<file path="config.mk">
export PLATFORM = sky130hd
export DESIGN_NAME = ftdi_rx_deframer
export DESIGN_NICKNAME = d
export VERILOG_FILES = /design/src/rtl/ftdi_rx_deframer.sv
export SDC_FILE = /design/constraint.sdc
export NUM_CORES = 1
export LEC_CHECK = 0
export CAP_MARGIN = 0
export CELL_PAD_IN_SITES_DETAIL_PLACEMENT = 1
export CELL_PAD_IN_SITES_GLOBAL_PLACEMENT = 2
export CORE_UTILIZATION = 35
export DETAILED_ROUTE_END_ITERATION = 16
export PLACE_DENSITY_LB_ADDON = 0.2
export SYNTH_ARGS = -nofsm -noshare
export SYNTH_HDL_FRONTEND = slang
export SYNTH_SLANG_ARGS = --single-unit
</file>
<file path="constraint.sdc">
create_clock -name clk -period 2.9 [get_ports clk]
set_input_delay 0.725 -clock clk [delete_from_list [all_inputs] [get_ports clk]]
set_output_delay 0.725 -clock clk [all_outputs]
set_load 0.1 [all_outputs]
</file>
<file path="src/rtl/ftdi_rx_deframer.sv">
// ftdi_rx_deframer: splits the FTDI host byte stream into frames
// (SYNC, LEN, CMD, payload, CHK), streams the payload to the command decoder,
// and flags bad-length, bad-checksum and stalled frames before hunting for the next SYNC.
module ftdi_rx_deframer #(
    parameter logic [7:0] SYNC_BYTE = 8'hA5,
    parameter int         MAX_LEN   = 64,
    parameter int         TIMEOUT   = 1000
) (
    input  logic        clk,
    input  logic        n_rst,
    input  logic        rd,
    input  logic        rxf,
    input  logic [7:0]  q,
    output logic [7:0]  cmd,
    output logic [7:0]  pl_data,
    output logic        pl_valid,
    output logic        pl_sop,
    output logic        pl_eop,
    output logic        frm_ok,
    output logic        frm_err,
    output logic [1:0]  err_code,
    output logic        busy,
    output logic [15:0] frm_cnt,
    output logic [7:0]  err_cnt
);

    localparam logic [7:0]  MAX_LEN_B = 8'(MAX_LEN);
    localparam logic [15:0] IDLE_LAST = 16'(TIMEOUT - 1);

    typedef enum logic [2:0] {
        S_HUNT,
        S_LEN,
        S_CMD,
        S_PAYLOAD,
        S_CHK
    } state_t;

    state_t      state, state_n;
    logic        byte_stb;
    logic [6:0]  len, len_n;
    logic [6:0]  cnt, cnt_n;
    logic [7:0]  sum, sum_n;
    logic [15:0] idle, idle_n;
    logic [7:0]  cmd_n;
    logic [7:0]  pl_data_n;
    logic        pl_valid_n, pl_sop_n, pl_eop_n;
    logic        frm_ok_n, frm_err_n;
    logic [1:0]  err_code_n;
    logic        last_byte;

    assign byte_stb  = ~rd & ~rxf;
    assign busy      = (state != S_HUNT);
    assign last_byte = ((cnt + 7'd1) == len);

    // State register; an asynchronous reset drops any partial frame silently.
    always_ff @(posedge clk or negedge n_rst) begin
        if (!n_rst) begin
            state <= S_HUNT;
        end else begin
            state <= state_n;
        end
    end

    // Next-state and next-output logic; a byte in the expiry cycle beats the timeout.
    always_comb begin
        state_n    = state;
        len_n      = len;
        cnt_n      = cnt;
        sum_n      = sum;
        cmd_n      = cmd;
        pl_data_n  = pl_data;
        pl_valid_n = 1'b0;
        pl_sop_n   = 1'b0;
        pl_eop_n   = 1'b0;
        frm_ok_n   = 1'b0;
        frm_err_n  = 1'b0;
        err_code_n = err_code;

        if (state == S_HUNT || byte_stb) begin
            idle_n = 16'd0;
        end else begin
            idle_n = idle + 16'd1;
        end

        case (state)
            S_HUNT: begin
                if (byte_stb && q == SYNC_BYTE) begin
                    state_n = S_LEN;
                end
            end
            S_LEN: begin
                if (byte_stb) begin
                    if (q != 8'd0 && q <= MAX_LEN_B) begin
                        len_n   = q[6:0];
                        sum_n   = q;
                        state_n = S_CMD;
                    end else begin
                        frm_err_n  = 1'b1;
                        err_code_n = 2'd1;
                        state_n    = S_HUNT;
                    end
                end
            end
            S_CMD: begin
                if (byte_stb) begin
                    cmd_n   = q;
                    sum_n   = sum + q;
                    cnt_n   = 7'd0;
                    state_n = S_PAYLOAD;
                end
            end
            S_PAYLOAD: begin
                if (byte_stb) begin
                    pl_data_n  = q;
                    pl_valid_n = 1'b1;
                    pl_sop_n   = (cnt == 7'd0);
                    pl_eop_n   = last_byte;
                    sum_n      = sum + q;
                    cnt_n      = cnt + 7'd1;
                    if (last_byte) begin
                        state_n = S_CHK;
                    end
                end
            end
            S_CHK: begin
                if (byte_stb) begin
                    if (q == sum) begin
                        frm_ok_n = 1'b1;
                    end else begin
                        frm_err_n  = 1'b1;
                        err_code_n = 2'd2;
                    end
                    state_n = S_HUNT;
                end
            end
            default: begin
                state_n = S_HUNT;
            end
        endcase

        if (state != S_HUNT && !byte_stb && idle == IDLE_LAST) begin
            frm_err_n  = 1'b1;
            err_code_n = 2'd3;
            idle_n     = 16'd0;
            state_n    = S_HUNT;
        end
    end

    // Datapath and output registers, plus the wrapping good-frame and saturating error counters.
    always_ff @(posedge clk or negedge n_rst) begin
        if (!n_rst) begin
            len      <= 7'd0;
            cnt      <= 7'd0;
            sum      <= 8'd0;
            idle     <= 16'd0;
            cmd      <= 8'd0;
            pl_data  <= 8'd0;
            pl_valid <= 1'b0;
            pl_sop   <= 1'b0;
            pl_eop   <= 1'b0;
            frm_ok   <= 1'b0;
            frm_err  <= 1'b0;
            err_code <= 2'd0;
            frm_cnt  <= 16'd0;
            err_cnt  <= 8'd0;
        end else begin
            len      <= len_n;
            cnt      <= cnt_n;
            sum      <= sum_n;
            idle     <= idle_n;
            cmd      <= cmd_n;
            pl_data  <= pl_data_n;
            pl_valid <= pl_valid_n;
            pl_sop   <= pl_sop_n;
            pl_eop   <= pl_eop_n;
            frm_ok   <= frm_ok_n;
            frm_err  <= frm_err_n;
            err_code <= err_code_n;
            if (frm_ok_n) begin
                frm_cnt <= frm_cnt + 16'd1;
            end
            if (frm_err_n && err_cnt != 8'hFF) begin
                err_cnt <= err_cnt + 8'd1;
            end
        end
    end

endmodule

</file>
After elaboration in Yosys (flattened, before gate mapping)

Cells that the tools add are included.

Register bits: 88
Bits of input ports: 12
Output and inout port bits: 48
Word-level logic and storage cells: 107

$add $sub $neg: 5
$lt $le $gt $ge: 1
Equality and inequality tests: 22
Mux-type cells: 39
Bitwise operators: 3
Reduce and logical (&&, ||, !) cells: 22

Operators by type and width:

| kind                                                                             | number |
|---|---|
| 16-bit by 1-bit adder with 16-bit output, second input constant                  | 2 |
| 16-bit 2-to-1 mux                                                                | 2 |
| 8-bit 2-to-1 mux                                                                 | 3 |
| 3-bit 2-to-1 mux                                                                 | 7 |
| 3-bit inequality test, second input constant                                     | 7 |
| 16-bit by 10-bit equality test with 1-bit output, second input constant          | 1 |
| 8-bit case mux with 2 select lines                                               | 1 |
| 3-bit case mux with 5 select lines                                               | 1 |
| 1-bit 2-to-1 mux                                                                 | 14 |
| 7-bit 2-to-1 mux                                                                 | 2 |
| 7-bit case mux with 2 select lines                                               | 1 |
| 2-bit 2-to-1 mux                                                                 | 6 |
| 8-bit by 1-bit adder with 8-bit output, second input constant                    | 1 |
| 8-bit adder                                                                      | 1 |
| 8-bit equality test                                                              | 1 |
| 8-bit equality test, second input constant                                       | 1 |
| 8-bit by 7-bit less-or-equal comparator with 1-bit output, second input constant | 1 |
| 2-bit inequality test, second input constant                                     | 4 |
| 8-bit inequality test, second input constant                                     | 1 |
| 8-bit nonzero test                                                               | 1 |
| 7-bit by 1-bit adder with 7-bit output, second input constant                    | 1 |
| 7-bit equality test                                                              | 1 |
| 7-bit zero test                                                                  | 1 |
| 3-bit by 2-bit equality test with 1-bit output, second input constant            | 2 |
| 20 further kinds                                                                 | 29 |

Depth between registers and ports, before layout

Gate-level depths: netlist of the first run.

Word-level depth: 7
Mapped depth: 9

Worst setup path before layout of the first run

OpenSTA, ideal clock, no wires.

Kind: input to register
Start point: in q[4]
End point: reg frm_cnt[15]
Setup time: 0.158 ns
Arrival: 2.358 ns
Data required time: 2.742 ns
Setup slack: 0.384 ns
Stages: 7
Buffers on the path: 0
Path through: ha_1 > nor4_1 > nand4_1 > nor3_1 > and3_1 > nand4_1 > xnor2_1

Cells in the longest elaborated chain, start to end: 4

Ends and longest elaborated chain:

| what                 | line | text |
|---|---|---|
| from (decl)          | 13   | `input logic [7:0] q,` |
| 8-bit equality test  | 127  | `if (q == sum) begin` |
| 1-bit 2-to-1 mux     | 127  |  |
| 1-bit 2-to-1 mux     | 126  | `if (byte_stb) begin` |
| 1-bit 2-to-1 mux     | 85   | `case (state)` |
| to (signal assigned) | 180  | `frm_cnt <= frm_cnt + 16'd1;` |
| to (decl)            | 23   | `output logic [15:0] frm_cnt,` |

No other way between the ends.
A chain may end at the register's enable or synchronous reset.

Final worst setup path of the first run

Start point: in q[5]
End point: reg frm_cnt[15]

Same word-level chain as after synthesis.

==> results of run 1 <==
per-layer routing:
metal  wire (um)  up-vias  track usage
met5           0        -            0
met4         227        0       0.0823
li1            -     1666            -
met1        5450     1728        0.263
met3         283       17       0.0312
met2        5820       44        0.327
power groups by stage:
stage / logic (mW) / clock network, mW / registers (mW)
6_report: 2.80 / 1.33 / 1.78
5_1_grt: 2.99 / 1.41 / 1.82
4_1_cts: 2.80 / 1.36 / 1.78
3_5_place_dp: 2.79 / 0 / 1.80
3_3_place_gp: 2.74 / 0 / 1.78
2_1_floorplan: 1.01 / 0 / 2.78
cell usage after synthesis, types with 7 or more instances:
cell type  instances
nand2_1           47
a21oi_1            9
nand3_1           19
mux2_2            25
nor3_1            15
xnor2_1           27
o21ai_0           16
clkbuf_1           7
inv_1              9
xor2_1            20
nor2_1            35
dfrtp_1           88
ha_1              12
and3_1             9
flip-flops by register name (all words and copies together) (netlist names):
register,cells
frm_cnt,16
idle,16
cmd,8
err_cnt,8
pl_data,8
sum,8
cnt,7
len,7
state,3
err_code,2
frm_err,1
frm_ok,1
pl_eop,1
pl_sop,1
pl_valid,1
placed cells by master (no fill, tap or decap), types with 10 or more instances in the layout:
cell type        count
buf_4               91
clkdlybuf4s50_1     10
dfrtp_1             88
ha_1                12
mux2_2              25
nand2_1             47
nand3_1             19
nor2_1              35
nor3_1              15
o21ai_0             16
xnor2_1             27
xor2_1              20
final timing paths:
path / start / end / slack, ns / cells past startpoint
max in group asynchronous: n_rst / frm_ok$_DFF_PN0_ / 1.87 / 2
worst max-delay path: q[5] / frm_cnt[15]$_DFFE_PN0P_ / 0.13 / 9
worst min-delay path: n_rst / cnt[5]$_DFFE_PN0P_ / 0.37 / 1
worst max register to register: sum[5]$_DFFE_PN0P_ / frm_cnt[15]$_DFFE_PN0P_ / 0.60 / 8
worst min register to register: idle[0]$_DFF_PN0_ / idle[0]$_DFF_PN0_ / 0.47 / 1
min in group clk: idle[0]$_DFF_PN0_ / idle[0]$_DFF_PN0_ / 0.47 / 1
layout make-up:
cell class	count	area, um2	share of cell area
multi-input cells	310	2150	0.373
inverters	9	33.8	0.00587
well taps	168	210	0.0365
flip-flops and latches	88	2200	0.383
clock inverters	3	90.1	0.0157
clock buffers	12	246	0.0429
repair buffers	103	823	0.143
metrics by stage:
step | cell area [um2] | utilization | std cells | setup WS (ns)
after floorplan | 4430 | - | 420 | 0.384
after global placement | 5400 | 0.444 | 678 | -0.262
after detailed placement | 5400 | 0.444 | 678 | -0.259
after CTS | 5740 | 0.472 | 693 | 0.0953
after global routing | 5750 | 0.473 | 693 | -0.0163
final | 5750 | 0.473 | 693 | 0.134
logic make-up (layout without fill, tap and decap cells):
| logic type | count (synthesis) | count (layout) | synth area share |
|---|---|---|---|
| compound gates | 52 | 52 | 0.0785 |
| buf+inv | 22 | 127 | 0.0223 |
| xor+xnor | 47 | 47 | 0.0929 |
| flops | 88 | 88 | 0.497 |
| simple gates | 170 | 170 | 0.200 |
| mux | 28 | 28 | 0.0706 |
| fa+ha+maj | 13 | 13 | 0.0384 |
==> impl_metrics.env, run 1 <==
export IMPL_power_frac_comb=0.474
export IMPL_min_path_type="input pin to asynchronous set/reset pin"
export IMPL_synth_ff_latch_count=88
export IMPL_netlist_area_mm2=0.00443
export IMPL_worstSetupPathType="input pin to flip-flop"
export IMPL_fillers=1373
export IMPL_fin_skew_ns=0.00521
export IMPL_htree_num_levels=3
export IMPL_synth_cells=420
export IMPL_required_ns=3.13
export IMPL_start_kind="input pin"
export IMPL_p_leak_nw=2.69
export IMPL_syn_to_final_growth_pct=29.8
export IMPL_io_pins=60
export IMPL_grt_usage=0.200
export IMPL_post_drt_wl_per_cell_um=17.0
export IMPL_crit_fanout=3
export IMPL_synth_edf_count=0
export IMPL_rsz0062_at_grt="true"
export IMPL_crit_chain="clkdlybuf4s50_1, ha_1, nor4_4, buf_4, nand4_1, nor3_1, and3_1, nand4_1, xnor2_1"
export IMPL_drtIter0Drc=81
export IMPL_timing_fmax_mhz=362
export IMPL_die_area_mm2=0.0131
export IMPL_rows=40
export IMPL_power_switching_mw=2.65
export IMPL_finalHoldViolCount=0
export IMPL_cts_resized=0
export IMPL_grt_first_pass_wirelength_um=20000
export IMPL_synth_distinct_cells=58
export IMPL_arrival_ns=3.00
export IMPL_crit_family="simple AND/OR/NAND/NOR gates"
export IMPL_synth_area_leaders="dfrtp_1 (50%), mux2_2 (6.4%), xnor2_1 (5.3%), nand2_1 (4.0%), xor2_1 (4.0%)"
export IMPL_die_w_um=115
export IMPL_core_area_mm2=0.0122
export IMPL_viasPerCell=4.99
export IMPL_clock_path_buffers=2
export IMPL_numCtsBuffers=9
export IMPL_synth_seq_area_share=0.497
export IMPL_cts_setup_buffers=0
export IMPL_clockPowerShare=0.225
export IMPL_insertedDiodeCount=0
export IMPL_ir_worst_vdd_mv=0.931
export IMPL_clkTransAtPathRegs_ns=0.06
export IMPL_initial_core_util=0.364
export IMPL_finalSetupTns_ns=0
export IMPL_maxSlewHeadroom=0.608
export IMPL_overflow=0
export IMPL_synth_top_area_frac=0.497
export IMPL_syn_avg_cell_area_um2=10.5
export IMPL_drive_gt1_frac=0.290
export IMPL_outcome="completed"
export IMPL_path_buf_inv=2
export IMPL_slew_violations=0
export IMPL_route_vias_total=3455
export IMPL_port_buffers=59
export IMPL_hold_buffers=0
export IMPL_cp_slowest_cell="clkdlybuf4s50_1"
export IMPL_drt_pass1_iter_count=4
export IMPL_seq_power_share=0.301
export IMPL_gp_congestion=0.821
export IMPL_p_total_mw=5.91
export IMPL_slowest_delay_ns=0.44
export IMPL_period_needed_ns=2.77
export IMPL_setup_viol=0
export IMPL_cp_end_kind="flip-flop"
export IMPL_worstMarginPinSlew_ns=0.586
export IMPL_drc=0
export IMPL_clock_root_buffer="clkbuf_16"
export IMPL_wl_um=11800
export IMPL_cap_violations=0
export IMPL_yosys_warnings=0
export IMPL_power_density_mw_per_mm2=1030
export IMPL_place_hpwl_um=8710
export IMPL_antenna_found_initial=0
export IMPL_swShare=0.449
export IMPL_grt_pass1_vias=3780
export IMPL_ant_nets=0
export IMPL_syn_nets=445
export IMPL_layout_nets=546
export IMPL_whs_ns=0.371
export IMPL_internal_power_mw=3.25
export IMPL_path_common_cell="nand4_1"
export IMPL_post_route_period_util=0.954
export IMPL_synth_ff_type="dfrtp_1"
export IMPL_die_y_um=115
export IMPL_yosysTopAreaCell="dfrtp_1"
export IMPL_clk_latency_ns=0.34
export IMPL_synth_async_reset_ratio=1.00
export IMPL_cts_tree="yes"
export IMPL_grt_max_degree=50
export IMPL_clock_sinks=88
No activity file was read; power rests on OpenSTA's default activity.
==> run 2: changes to the inputs <==
--- a/config.mk
+++ b/config.mk
@@ -11,6 +11,7 @@
 export CORE_UTILIZATION = 35
 export DETAILED_ROUTE_END_ITERATION = 16
 export PLACE_DENSITY_LB_ADDON = 0.2
+export SKIP_CTS_REPAIR_TIMING = 1
 export SYNTH_ARGS = -nofsm -noshare
 export SYNTH_HDL_FRONTEND = slang
 export SYNTH_SLANG_ARGS = --single-unit
==> results of run 2 <==
The final DEF is identical to that of run 1; final timing and power are the same.
